$ cat src/rtl/pa_writeback_regfile_pkg.sv
// rtl/pa_writeback_regfile_pkg.sv - shared defaults for the writeback register file slice
package pa_writeback_regfile_pkg;

  // Default geometry: 32 registers of 16 bits, 4-entry writeback buffer.
  localparam int ADDR_W_DEF    = 5;
  localparam int DATA_W_DEF    = 16;
  localparam int BUF_DEPTH_DEF = 4;
  localparam int NUM_REGS_DEF  = 1 << ADDR_W_DEF;

  // Buffer entries are laid out as {addr, val}.
  localparam int ENTRY_W_DEF   = ADDR_W_DEF + DATA_W_DEF;

endpackage

$ cat src/rtl/pa_writeback_regfile_if.sv
// rtl/pa_writeback_regfile_if.sv - writeback, read and status bundle between pipes and regfile
interface pa_writeback_regfile_if
  import pa_writeback_regfile_pkg::*;
#(
  parameter int ADDR_W    = ADDR_W_DEF,
  parameter int DATA_W    = DATA_W_DEF,
  parameter int BUF_DEPTH = BUF_DEPTH_DEF,
  localparam int CNT_W    = $clog2(BUF_DEPTH) + 1
);

  logic              wbA_i;
  logic [ADDR_W-1:0] wbAddrA_i;
  logic [DATA_W-1:0] wbValA_i;
  logic              wbB_i;
  logic [ADDR_W-1:0] wbAddrB_i;
  logic [DATA_W-1:0] wbValB_i;
  logic [ADDR_W-1:0] rdAddr0_i;
  logic [DATA_W-1:0] rdVal0_o;
  logic [ADDR_W-1:0] rdAddr1_i;
  logic [DATA_W-1:0] rdVal1_o;
  logic              stall_o;
  logic [CNT_W-1:0]  pending_o;
  logic              overflow_o;

  modport master (
    output wbA_i, wbAddrA_i, wbValA_i,
    output wbB_i, wbAddrB_i, wbValB_i,
    output rdAddr0_i, rdAddr1_i,
    input  rdVal0_o, rdVal1_o, stall_o, pending_o, overflow_o
  );

  modport slave (
    input  wbA_i, wbAddrA_i, wbValA_i,
    input  wbB_i, wbAddrB_i, wbValB_i,
    input  rdAddr0_i, rdAddr1_i,
    output rdVal0_o, rdVal1_o, stall_o, pending_o, overflow_o
  );

endinterface

$ cat src/rtl/pa_writeback_regfile_wb_fifo.sv
// rtl/pa_writeback_regfile_wb_fifo.sv - 2-push/1-pop writeback buffer with youngest-match lookups
module pa_wb_fifo
  import pa_writeback_regfile_pkg::*;
#(
  parameter int ADDR_W = ADDR_W_DEF,
  parameter int DATA_W = DATA_W_DEF,
  parameter int DEPTH  = BUF_DEPTH_DEF,
  localparam int PTR_W = $clog2(DEPTH),
  localparam int CNT_W = PTR_W + 1
) (
  input  logic              clk,
  input  logic              rst,
  input  logic              push0,
  input  logic [ADDR_W-1:0] push0_addr,
  input  logic [DATA_W-1:0] push0_val,
  input  logic              push1,
  input  logic [ADDR_W-1:0] push1_addr,
  input  logic [DATA_W-1:0] push1_val,
  input  logic              pop,
  output logic [ADDR_W-1:0] head_addr,
  output logic [DATA_W-1:0] head_val,
  output logic [CNT_W-1:0]  count,
  output logic              full,
  output logic              empty,
  input  logic [ADDR_W-1:0] lk0_addr,
  output logic              lk0_hit,
  output logic [DATA_W-1:0] lk0_val,
  input  logic [ADDR_W-1:0] lk1_addr,
  output logic              lk1_hit,
  output logic [DATA_W-1:0] lk1_val
);

  logic [ADDR_W-1:0] addr_mem [DEPTH];
  logic [DATA_W-1:0] val_mem  [DEPTH];
  logic [PTR_W-1:0]  head;
  logic [PTR_W-1:0]  tail;
  logic [PTR_W-1:0]  tail1;

  // push1 lands right behind push0 when both are present, else at the tail itself
  assign tail1 = tail + PTR_W'(push0);

  // Entry storage; contents need no reset because count gates every use
  always_ff @(posedge clk) begin
    if (push0) begin
      addr_mem[tail] <= push0_addr;
      val_mem[tail]  <= push0_val;
    end
    if (push1) begin
      addr_mem[tail1] <= push1_addr;
      val_mem[tail1]  <= push1_val;
    end
  end

  // Pointer and occupancy update; pointers wrap naturally at a power-of-two depth
  always_ff @(posedge clk or posedge rst) begin
    if (rst) begin
      head  <= '0;
      tail  <= '0;
      count <= '0;
    end else begin
      head  <= head + PTR_W'(pop);
      tail  <= tail + PTR_W'(push0) + PTR_W'(push1);
      count <= count + CNT_W'(push0) + CNT_W'(push1) - CNT_W'(pop);
    end
  end

  assign head_addr = addr_mem[head];
  assign head_val  = val_mem[head];
  assign full      = (count == CNT_W'(DEPTH));
  assign empty     = (count == '0);

  // Walk oldest to youngest so the last live match (the youngest) wins
  always_comb begin
    logic [PTR_W-1:0] idx;
    idx     = '0;
    lk0_hit = 1'b0;
    lk0_val = '0;
    lk1_hit = 1'b0;
    lk1_val = '0;
    for (int i = 0; i < DEPTH; i++) begin
      idx = head + PTR_W'(i);
      if (CNT_W'(i) < count) begin
        if (addr_mem[idx] == lk0_addr) begin
          lk0_hit = 1'b1;
          lk0_val = val_mem[idx];
        end
        if (addr_mem[idx] == lk1_addr) begin
          lk1_hit = 1'b1;
          lk1_val = val_mem[idx];
        end
      end
    end
  end

endmodule

$ cat src/rtl/pa_writeback_regfile.sv
// rtl/pa_writeback_regfile.sv - dual-writeback register file with one write port and collision buffer
module pa_writeback_regfile
  import pa_writeback_regfile_pkg::*;
#(
  parameter int ADDR_W    = ADDR_W_DEF,
  parameter int DATA_W    = DATA_W_DEF,
  parameter int BUF_DEPTH = BUF_DEPTH_DEF,
  localparam int NUM_REGS = 1 << ADDR_W,
  localparam int CNT_W    = $clog2(BUF_DEPTH) + 1
) (
  input logic                    clock_i,
  input logic                    reset_i,
  pa_writeback_regfile_if.slave  bus
);

  logic [DATA_W-1:0] regs [NUM_REGS];

  logic              stall_q;
  logic              stall_d;
  logic              overflow_q;
  logic              accept;
  logic              a_take;
  logic              b_take;

  logic              commit_en;
  logic [ADDR_W-1:0] commit_addr;
  logic [DATA_W-1:0] commit_val;
  logic              pop;
  logic              push0;
  logic [ADDR_W-1:0] push0_addr;
  logic [DATA_W-1:0] push0_val;
  logic              push1;
  logic [ADDR_W-1:0] push1_addr;
  logic [DATA_W-1:0] push1_val;
  logic [CNT_W-1:0]  count_next;

  logic [ADDR_W-1:0] head_addr;
  logic [DATA_W-1:0] head_val;
  logic [CNT_W-1:0]  count;
  logic              fifo_full;
  logic              fifo_empty;
  logic              lk0_hit;
  logic [DATA_W-1:0] lk0_val;
  logic              lk1_hit;
  logic [DATA_W-1:0] lk1_val;

  // While stalled nothing is taken. A full buffer always implies stall, so the
  // full term only guards against ever writing over a live entry.
  assign accept = !stall_q && !fifo_full;
  // A same-address pair collapses to B: A would be overwritten anyway
  assign a_take = bus.wbA_i && accept &&
                  !(bus.wbB_i && (bus.wbAddrA_i == bus.wbAddrB_i));
  assign b_take = bus.wbB_i && accept;

  // Intake merge: the buffer head owns the write port when present, otherwise the
  // oldest incoming request writes directly; everything else queues in age order
  always_comb begin
    commit_en   = 1'b0;
    commit_addr = '0;
    commit_val  = '0;
    pop         = 1'b0;
    push0       = 1'b0;
    push0_addr  = '0;
    push0_val   = '0;
    push1       = 1'b0;
    push1_addr  = '0;
    push1_val   = '0;
    if (!fifo_empty) begin
      commit_en   = 1'b1;
      commit_addr = head_addr;
      commit_val  = head_val;
      pop         = 1'b1;
      if (a_take) begin
        push0      = 1'b1;
        push0_addr = bus.wbAddrA_i;
        push0_val  = bus.wbValA_i;
        push1      = b_take;
        push1_addr = bus.wbAddrB_i;
        push1_val  = bus.wbValB_i;
      end else if (b_take) begin
        push0      = 1'b1;
        push0_addr = bus.wbAddrB_i;
        push0_val  = bus.wbValB_i;
      end
    end else if (a_take) begin
      commit_en   = 1'b1;
      commit_addr = bus.wbAddrA_i;
      commit_val  = bus.wbValA_i;
      push0       = b_take;
      push0_addr  = bus.wbAddrB_i;
      push0_val   = bus.wbValB_i;
    end else if (b_take) begin
      commit_en   = 1'b1;
      commit_addr = bus.wbAddrB_i;
      commit_val  = bus.wbValB_i;
    end
  end

  // Stall whenever fewer than two slots will be free after this edge
  assign count_next = count + CNT_W'(push0) + CNT_W'(push1) - CNT_W'(pop);
  assign stall_d    = (count_next > CNT_W'(BUF_DEPTH - 2));

  pa_wb_fifo #(
    .ADDR_W (ADDR_W),
    .DATA_W (DATA_W),
    .DEPTH  (BUF_DEPTH)
  ) u_fifo (
    .clk        (clock_i),
    .rst        (reset_i),
    .push0      (push0),
    .push0_addr (push0_addr),
    .push0_val  (push0_val),
    .push1      (push1),
    .push1_addr (push1_addr),
    .push1_val  (push1_val),
    .pop        (pop),
    .head_addr  (head_addr),
    .head_val   (head_val),
    .count      (count),
    .full       (fifo_full),
    .empty      (fifo_empty),
    .lk0_addr   (bus.rdAddr0_i),
    .lk0_hit    (lk0_hit),
    .lk0_val    (lk0_val),
    .lk1_addr   (bus.rdAddr1_i),
    .lk1_hit    (lk1_hit),
    .lk1_val    (lk1_val)
  );

  // Registered stall and sticky overflow for writebacks offered while stalled
  always_ff @(posedge clock_i or posedge reset_i) begin
    if (reset_i) begin
      stall_q    <= 1'b0;
      overflow_q <= 1'b0;
    end else begin
      stall_q <= stall_d;
      if (stall_q && (bus.wbA_i || bus.wbB_i)) begin
        overflow_q <= 1'b1;
      end
    end
  end

  // Single write port into the register array
  always_ff @(posedge clock_i or posedge reset_i) begin
    if (reset_i) begin
      for (int i = 0; i < NUM_REGS; i++) begin
        regs[i] <= '0;
      end
    end else if (commit_en) begin
      regs[commit_addr] <= commit_val;
    end
  end

  // Buffered (not yet committed) data shadows the array on reads
  assign bus.rdVal0_o   = lk0_hit ? lk0_val : regs[bus.rdAddr0_i];
  assign bus.rdVal1_o   = lk1_hit ? lk1_val : regs[bus.rdAddr1_i];
  assign bus.stall_o    = stall_q;
  assign bus.pending_o  = count;
  assign bus.overflow_o = overflow_q;

endmodule

$ cat src/flat_wrapper.sv
// flat-port wrapper written by rule: the top's interface ports become plain ports
module pa_writeback_regfile_flat import pa_writeback_regfile_pkg::*;
#(
  parameter int ADDR_W    = ADDR_W_DEF,
  parameter int DATA_W    = DATA_W_DEF,
  parameter int BUF_DEPTH = BUF_DEPTH_DEF,
  localparam int NUM_REGS = 1 << ADDR_W,
  localparam int CNT_W    = $clog2(BUF_DEPTH) + 1
)
  (clock_i, reset_i, bus_wbA_i, bus_wbAddrA_i, bus_wbValA_i, bus_wbB_i, bus_wbAddrB_i, bus_wbValB_i, bus_rdAddr0_i, bus_rdAddr1_i, bus_rdVal0_o, bus_rdVal1_o, bus_stall_o, bus_pending_o, bus_overflow_o);
  pa_writeback_regfile_if #(.ADDR_W(ADDR_W), .DATA_W(DATA_W), .BUF_DEPTH(BUF_DEPTH)) bus_i ();
  input logic clock_i;
  input logic reset_i;
  input wire logic [$bits(bus_i.wbA_i)-1:0] bus_wbA_i;
  input wire logic [$bits(bus_i.wbAddrA_i)-1:0] bus_wbAddrA_i;
  input wire logic [$bits(bus_i.wbValA_i)-1:0] bus_wbValA_i;
  input wire logic [$bits(bus_i.wbB_i)-1:0] bus_wbB_i;
  input wire logic [$bits(bus_i.wbAddrB_i)-1:0] bus_wbAddrB_i;
  input wire logic [$bits(bus_i.wbValB_i)-1:0] bus_wbValB_i;
  input wire logic [$bits(bus_i.rdAddr0_i)-1:0] bus_rdAddr0_i;
  input wire logic [$bits(bus_i.rdAddr1_i)-1:0] bus_rdAddr1_i;
  output wire logic [$bits(bus_i.rdVal0_o)-1:0] bus_rdVal0_o;
  output wire logic [$bits(bus_i.rdVal1_o)-1:0] bus_rdVal1_o;
  output wire logic [$bits(bus_i.stall_o)-1:0] bus_stall_o;
  output wire logic [$bits(bus_i.pending_o)-1:0] bus_pending_o;
  output wire logic [$bits(bus_i.overflow_o)-1:0] bus_overflow_o;
  assign bus_i.wbA_i = bus_wbA_i;
  assign bus_i.wbAddrA_i = bus_wbAddrA_i;
  assign bus_i.wbValA_i = bus_wbValA_i;
  assign bus_i.wbB_i = bus_wbB_i;
  assign bus_i.wbAddrB_i = bus_wbAddrB_i;
  assign bus_i.wbValB_i = bus_wbValB_i;
  assign bus_i.rdAddr0_i = bus_rdAddr0_i;
  assign bus_i.rdAddr1_i = bus_rdAddr1_i;
  assign bus_rdVal0_o = bus_i.rdVal0_o;
  assign bus_rdVal1_o = bus_i.rdVal1_o;
  assign bus_stall_o = bus_i.stall_o;
  assign bus_pending_o = bus_i.pending_o;
  assign bus_overflow_o = bus_i.overflow_o;
  pa_writeback_regfile #(.ADDR_W(ADDR_W), .DATA_W(DATA_W), .BUF_DEPTH(BUF_DEPTH)) u_core (.clock_i(clock_i), .reset_i(reset_i), .bus(bus_i));
endmodule
$ cat config.mk
export PLATFORM = sky130hd
export DESIGN_NAME = pa_writeback_regfile_flat
export DESIGN_NICKNAME = d
export VERILOG_FILES = /design/src/rtl/pa_writeback_regfile_pkg.sv /design/src/rtl/pa_writeback_regfile_if.sv /design/src/rtl/pa_writeback_regfile_wb_fifo.sv /design/src/rtl/pa_writeback_regfile.sv /design/src/flat_wrapper.sv
export SDC_FILE = /design/constraint.sdc
export NUM_CORES = 2
export LEC_CHECK = 0
export ABC_AREA = 1
export ABC_CLOCK_PERIOD_IN_PS = 28000
export BUFFER_PORTS_ARGS = -buffer_cell sky130_fd_sc_hd__clkbuf_2
export CELL_PAD_IN_SITES_DETAIL_PLACEMENT = 1
export CELL_PAD_IN_SITES_GLOBAL_PLACEMENT = 2
export CORE_MARGIN = 2
export CORE_UTILIZATION = 28
export DETAILED_ROUTE_END_ITERATION = 8
export GPL_TIMING_DRIVEN = 1
export PLACE_DENSITY = 0.66
export SLEW_MARGIN = 20
export SYNTH_ARGS = -nofsm -noshare
export SYNTH_HDL_FRONTEND = slang
export SYNTH_HIERARCHICAL = 1
export SYNTH_SLANG_ARGS = --single-unit
$ cat constraint.sdc
create_clock -name clock_i -period 28 [get_ports clock_i]
set_input_delay 2.8 -clock clock_i [delete_from_list [all_inputs] [get_ports clock_i]]
set_output_delay 2.8 -clock clock_i [all_outputs]
set_load 0.05 [all_outputs]
**Word level (Yosys, flattened, before mapping)**

Memory sizes are Yosys's and may differ from the RTL's.
Cells that the tools add are included.

- Bits in registers: 521
- Memory bits (writable): 84
- Bits of input ports: 56
- Memories: 2

Memories:

| memory | depth | width | read ports | clocked after memory_dff | wr ports | line | RTL |
|---|---|---|---|---|---|---|---|
| u_core.u_fifo.val_mem | 4 | 16 | 4 | 0 | 2 | pa_writeback_regfile_wb_fifo.sv:34 | `logic [DATA_W-1:0] val_mem [DEPTH];` |
| u_core.u_fifo.addr_mem | 4 | 5 | 4 | 0 | 2 | pa_writeback_regfile_wb_fifo.sv:33 | `logic [ADDR_W-1:0] addr_mem [DEPTH];` |

- Add/sub/neg operators: 9
- $lt $le $gt $ge: 9
- Eq/ne operators: 10
- Muxes and demuxes: 66
- Bitwise operators: 3
- Reductions and logical operators: 12

Operator list:

| cell | count |
|---|---|
| $bwmux W512 | 1 |
| $mux W16 | 29 |
| $bmux W16 S5 | 2 |
| $demux W16 S5 | 1 |
| $eq A5 B5 Y1 | 9 |
| $mux W5 | 6 |
| $mux W1 | 27 |
| $ge A6 B6 Y1 const B | 3 |
| $not A5 Y6 | 3 |
| $logic_and A1 B1 Y1 | 7 |
| $add A2 B1 Y2 | 3 |
| $add A3 B1 Y3 | 2 |
| $lt A1 B3 Y1 const A | 2 |
| $lt A2 B3 Y1 const A | 2 |
| $lt A6 B1 Y1 const B | 1 |
| $add A2 B2 Y2 const B | 2 |
| $eq A3 B3 Y1 const B | 1 |
| $gt A3 B2 Y1 const B | 1 |
| $logic_not A1 Y1 | 3 |
| $logic_not A3 Y1 | 1 |
| $sub A3 B1 Y3 | 1 |
| $add A2 B1 Y2 const B | 1 |
| $logic_or A1 B1 Y1 | 1 |

**Logic depth before layout (Yosys ltp)**

- Word-level depth: 13
- Gate-level depth with buffers: 21
- Mapped depth without buffers: 16

**Hierarchy**

Netlist, hierarchy kept.

By module, submodules not included:

| module | instances | cells an instance | area an instance (µm²) | seq. area each (µm²) |
|---|---|---|---|---|
| pa_writeback_regfile | 1 | 4568 | 30590.6 | 12862.3 |
| pa_wb_fifo | 1 | 1259 | 8059.0 | 2697.6 |

**Worst setup path before layout**

OpenSTA, ideal clock, no wires.

- Path type: input -> output
- Start: in bus_rdAddr1_i[2]
- End: out bus_rdVal1_o[14]
- Arrival: 4710 ps
- Required time: 25200 ps
- Slack: 20490 ps
- Stages: 13
- Path buffers: 4
- Cells stage by stage: clkbuf_1 > nand2_1 > nand2_1 > nor2_1 > nand3_2 > buf_2 > o21ai_0 > nand3b_1 > clkbuf_1 > inv_1 > clkbuf_1 > nand3_1 > nand2_1

- Longest elaborated chain between the ends: 10

Ends and longest elaborated chain:

| what | line | RTL |
|---|---|---|
| start, declared | flat_wrapper.sv:21 | `input wire logic [$bits(bus_i.rdAddr1_i)-1:0] bus_rdAddr1_i;` |
| $eq A5 B5 Y1 | pa_writeback_regfile_wb_fifo.sv:87 | `if (addr_mem[idx] == lk1_addr) begin` |
| $mux W1 | pa_writeback_regfile_wb_fifo.sv:87 |  |
| $mux W1 | pa_writeback_regfile_wb_fifo.sv:82 | `if (CNT_W'(i) < count) begin` |
| $mux W1 | pa_writeback_regfile_wb_fifo.sv:87 |  |
| $mux W1 | pa_writeback_regfile_wb_fifo.sv:82 |  |
| $mux W1 | pa_writeback_regfile_wb_fifo.sv:87 |  |
| $mux W1 | pa_writeback_regfile_wb_fifo.sv:82 |  |
| $mux W1 | pa_writeback_regfile_wb_fifo.sv:87 |  |
| $mux W1 (*) | pa_writeback_regfile_wb_fifo.sv:82 |  |
| via u_core.lk1_hit | pa_writeback_regfile.sv:44 | `logic lk1_hit;` |
| $mux W16 (*) | pa_writeback_regfile.sv:156 | `assign bus.rdVal1_o = lk1_hit ? lk1_val : regs[bus.rdAddr1_i];` |
| end, declared | flat_wrapper.sv:23 | `output wire logic [$bits(bus_i.rdVal1_o)-1:0] bus_rdVal1_o;` |

The timed path passes the listed nets; every way through them passes the cells marked *. The select of a mux whose other input is x is not followed.

**Final worst setup path**

- Start: in bus_rdAddr0_i[0]
- End: out bus_rdVal0_o[12]

- Longest elaborated chain between the ends: 10

Ends and longest elaborated chain:

| what | line | RTL |
|---|---|---|
| start, declared | flat_wrapper.sv:20 | `input wire logic [$bits(bus_i.rdAddr0_i)-1:0] bus_rdAddr0_i;` |
| $eq A5 B5 Y1 | pa_writeback_regfile_wb_fifo.sv:83 | `if (addr_mem[idx] == lk0_addr) begin` |
| $mux W16 or $mux W1 (tied branches) | pa_writeback_regfile_wb_fifo.sv:83 |  |
| $mux W16 or $mux W1 (tied branches) | pa_writeback_regfile_wb_fifo.sv:82 |  |
| $mux W16 or $mux W1 (tied branches) | pa_writeback_regfile_wb_fifo.sv:83 |  |
| $mux W16 or $mux W1 (tied branches) | pa_writeback_regfile_wb_fifo.sv:82 |  |
| $mux W16 or $mux W1 (tied branches) | pa_writeback_regfile_wb_fifo.sv:83 |  |
| $mux W16 or $mux W1 (tied branches) | pa_writeback_regfile_wb_fifo.sv:82 |  |
| $mux W16 or $mux W1 (tied branches) | pa_writeback_regfile_wb_fifo.sv:83 |  |
| $mux W16 or $mux W1 (tied branches) | pa_writeback_regfile_wb_fifo.sv:82 |  |
| $mux W16 (*) | pa_writeback_regfile.sv:155 | `assign bus.rdVal0_o = lk0_hit ? lk0_val : regs[bus.rdAddr0_i];` |
| end, declared | flat_wrapper.sv:22 | `output wire logic [$bits(bus_i.rdVal0_o)-1:0] bus_rdVal0_o;` |

Mark *: on every way between the ends. The rest lies on a longest branch, timed or not. The select of a mux whose other input is x is not followed.

==> results.md <==
* Status: completed
* Final setup TNS at 0 ns
* Worst slew pin tran at 1.186 ns
* Tcrit/Tclk final at 35.25%
* Register area share after synthesis at 40.26%
* Routed len/inst at 25.15 um
* Core Rows at 136
* Final wirelength at 188,600 um
* Peak supply drop at 69.40 uV
* Total global routing overflow at 0
* ANT nets after route at 0
* FFs w/ async S/R, synth at 86.12%
* GRT Util Overall at a little over a quarter
* CP required at roughly 25 ns
* Crit path capture type: output port
* Worst-skew pair later-pin latency at 0.70 ns
* Most frequent cell after synthesis: nand2_1
* Setup WS post-layout at 18.13 ns
* Leak at ~20 nW
* Clock skew at between 0.02 and 0.03 ns
* Clock Sinks at 605
* Core ar. at 0.1373 sq mm
* Worst Path Max Fanout at about 140
* Synth unique cells at 42
* Antenna violations before repair at 6
* Final min period at 9.871 ns
* Hold Violations, Final at 0
* Synth-to-Final Area Change at 11.27%
* Final setup vio count at 0
* RSZ-0062 raised after global routing: false
* Die height at 375.5 um
* Crit path kind: primary input to output port
* DP Wirelength at 119,300 um
* # diodes at 0
* Synth Area in Adders at less than 1%
* Fill cells at 17,127
* Mapped Cells at between 5,000 and 6,000
* # IOs at 93
* WP data arrival at just over 7 ns
* Routability cong. at 0.8623
* Post-synth EDFFs at 84
* Full die area at around 0.14 sq mm
* Leading area contributor after synthesis: dfrtp_1
* Vias in the first global route at 39,720
* IO Port Bufs at 92
* CTS tree: done
* Crit path launch type: primary input
* # DRC at 0
* Post-cts sizing count at 0
* Multiplexer share of the synthesized area at 0.8546%
* Num CTS Buffers at just under 80
* Mean number of vias per cell at 5.355
* Compound-Gate Fraction of Synth Area at roughly 17%
* Clk root buf: clkbuf_16
* Final Max Tran Viols at 0
* Vias at 40,155
* Ys flop type: dfrtp_1
* Setup WS pre-CTS at 18.19 ns
* Clk slew on worst S/H paths at roughly 0.05 ns
* DRT iter0 DRCs at 3,510
* Netlist Area Pre-Place at 0.03865 sq mm
* Number of max-cap violations at 0
* Commonest cells post-synth: nand2_1, o21ai_0, nor2_1
* Share of the synthesized area in the top cell type at 33.73%
* Clock Tree Buf Depth at 3
* Detailed Routing Iterations Pass 1 at 5
* Relative slew slack at 20.83%
* First-pass GRT wire length at 277,800 um
* Fmax at around 100 MHz
* Share of layout cells above drive strength 1 at 7.730%
* Starting Density at 28.15%
* Pwr Density at 129.9 mW/mm^2
* Synthesized flop and latch total at 605
* Synthesized Nets at slightly below 6,000
* CTS Hold Buffers Added at 0
* Post-Synth Simple-Gate Area at 34.70%
* R2R Setup Slk at 22.73 ns
* Largest family of logic cells by synthesized area: simple AND/OR/NAND/NOR gates
* Top cells by area, synth: dfrtp_1, nand2_1, o21ai_0
* Total number of yosys warnings at 6
* XOR/XNOR share of the synthesized area at less than 1%
* Largest net degree at the start of global routing at 140
* Syn_area_per_cell at 6.633 sq um
* Setup bufs post-CTS at 0
* CTS H-tree lvls at 3
* Hold WC Path Type: flip-flop to flip-flop
* DIE WIDTH at 375.5 um
* Final nets at between 5,000 and 6,000
## routing by layer
metal / up-vias / track usage, % / share of wire, %
met2: 1281 / 39.69 / 43
met4: 6 / 8.275 / 3.1
met1: 20078 / 37.97 / 47
met5: - / 0 / 0.020
met3: 264 / 4.840 / 6.5
li1: 18526 / - / -
## power breakdown
part / switching [mW] / internal [mW] / leakage, nW
sequential: 0.337 / 1.33 / 7.29
combinational: 2.13 / 0.676 / 11.6
clock: 0.447 / 0.659 / 1.35
## flip-flops by register name (all words and copies together) (netlist names)
signal	flops
u_core/regs	512
u_core/u_fifo/val_mem	64
u_core/u_fifo/addr_mem	20
u_core/u_fifo/head	2
u_core/bus.overflow_o	1
u_core/bus.stall_o	1
u_core/u_fifo/count	3
u_core/u_fifo/tail	2
## path summary, 6_finish.rpt
check	endpoint	from	depth (start not counted)
setup / recovery	bus_rdVal0_o[12]	bus_rdAddr0_i[0]	10
hold / removal	u_core/regs[282]	u_core/regs[282]	2
setup reg to reg	u_core/u_fifo/val_mem[2][3]	u_core/u_fifo/count[2]	16
hold reg to reg	u_core/regs[282]	u_core/regs[282]	2
max in group asynchronous	u_core/regs[407]	reset_i	4
min in group asynchronous	u_core/u_fifo/tail[0]	reset_i	2
## cells in the final DEF (no fill, tap or decap), types with 27 or more instances in the layout
master	Yosys	layout
buf_4	29	67
clkbuf_2	0	86
nand3_1	162	162
nor2_4	27	28
a21oi_1	63	63
nor2_1	733	733
nand2_1	2321	2320
mux2i_1	33	33
nand2_2	26	27
inv_1	144	138
o22ai_1	250	250
o21ai_0	861	850
clkbuf_16	0	80
dfrtp_1	521	520
edfxtp_1	84	84
## worst max-delay path: stages
cell	delay, ns
buf_8	0.24
inv_8	0.70
buf_4	0.82
o21ai_0	0.17
o22ai_1	0.49
nor2_1	0.08
o21ai_0	0.90
nand3_1	0.17
nand2_1	0.14
clkbuf_2	0.28
## layout make-up
type / instances / area (sq um) / share of cell area, %
Multi-Input combinational cell: 4639 / 20810 / 48.39
Tap cell: 1794 / 2245 / 5.220
Clock buffer: 113 / 2266 / 5.269
Clock inverter: 32 / 476.7 / 1.109
Sequential cell: 605 / 15560 / 36.19
Inverter: 157 / 619.3 / 1.440
Timing Repair Buffer: 159 / 1026 / 2.386
## logic make-up after synthesis
group,after synthesis
compound gates,1231
fa+ha+maj,10
xor+xnor,11
flops,605
buf+inv,583
simple gates,3354
mux,33
## stage by stage
step / cell area (sq um) / instances / util (%) / power, mW / hold slack (ns)
after floorplan: 38650 / 5827 / - / 3.391 / 0.4530
after global placement: 40250 / 7353 / 29.31 / 4.396 / 0.4562
after detailed placement: 40260 / 7354 / 29.32 / 4.454 / 0.4731
after CTS: 43000 / 7499 / 31.32 / 5.582 / 0.4863
after global routing: 43000 / 7499 / 31.32 / 5.961 / 0.5086
final: 43000 / 7499 / 31.32 / 5.584 / 0.4872
No activity file was read; power rests on OpenSTA's default activity.
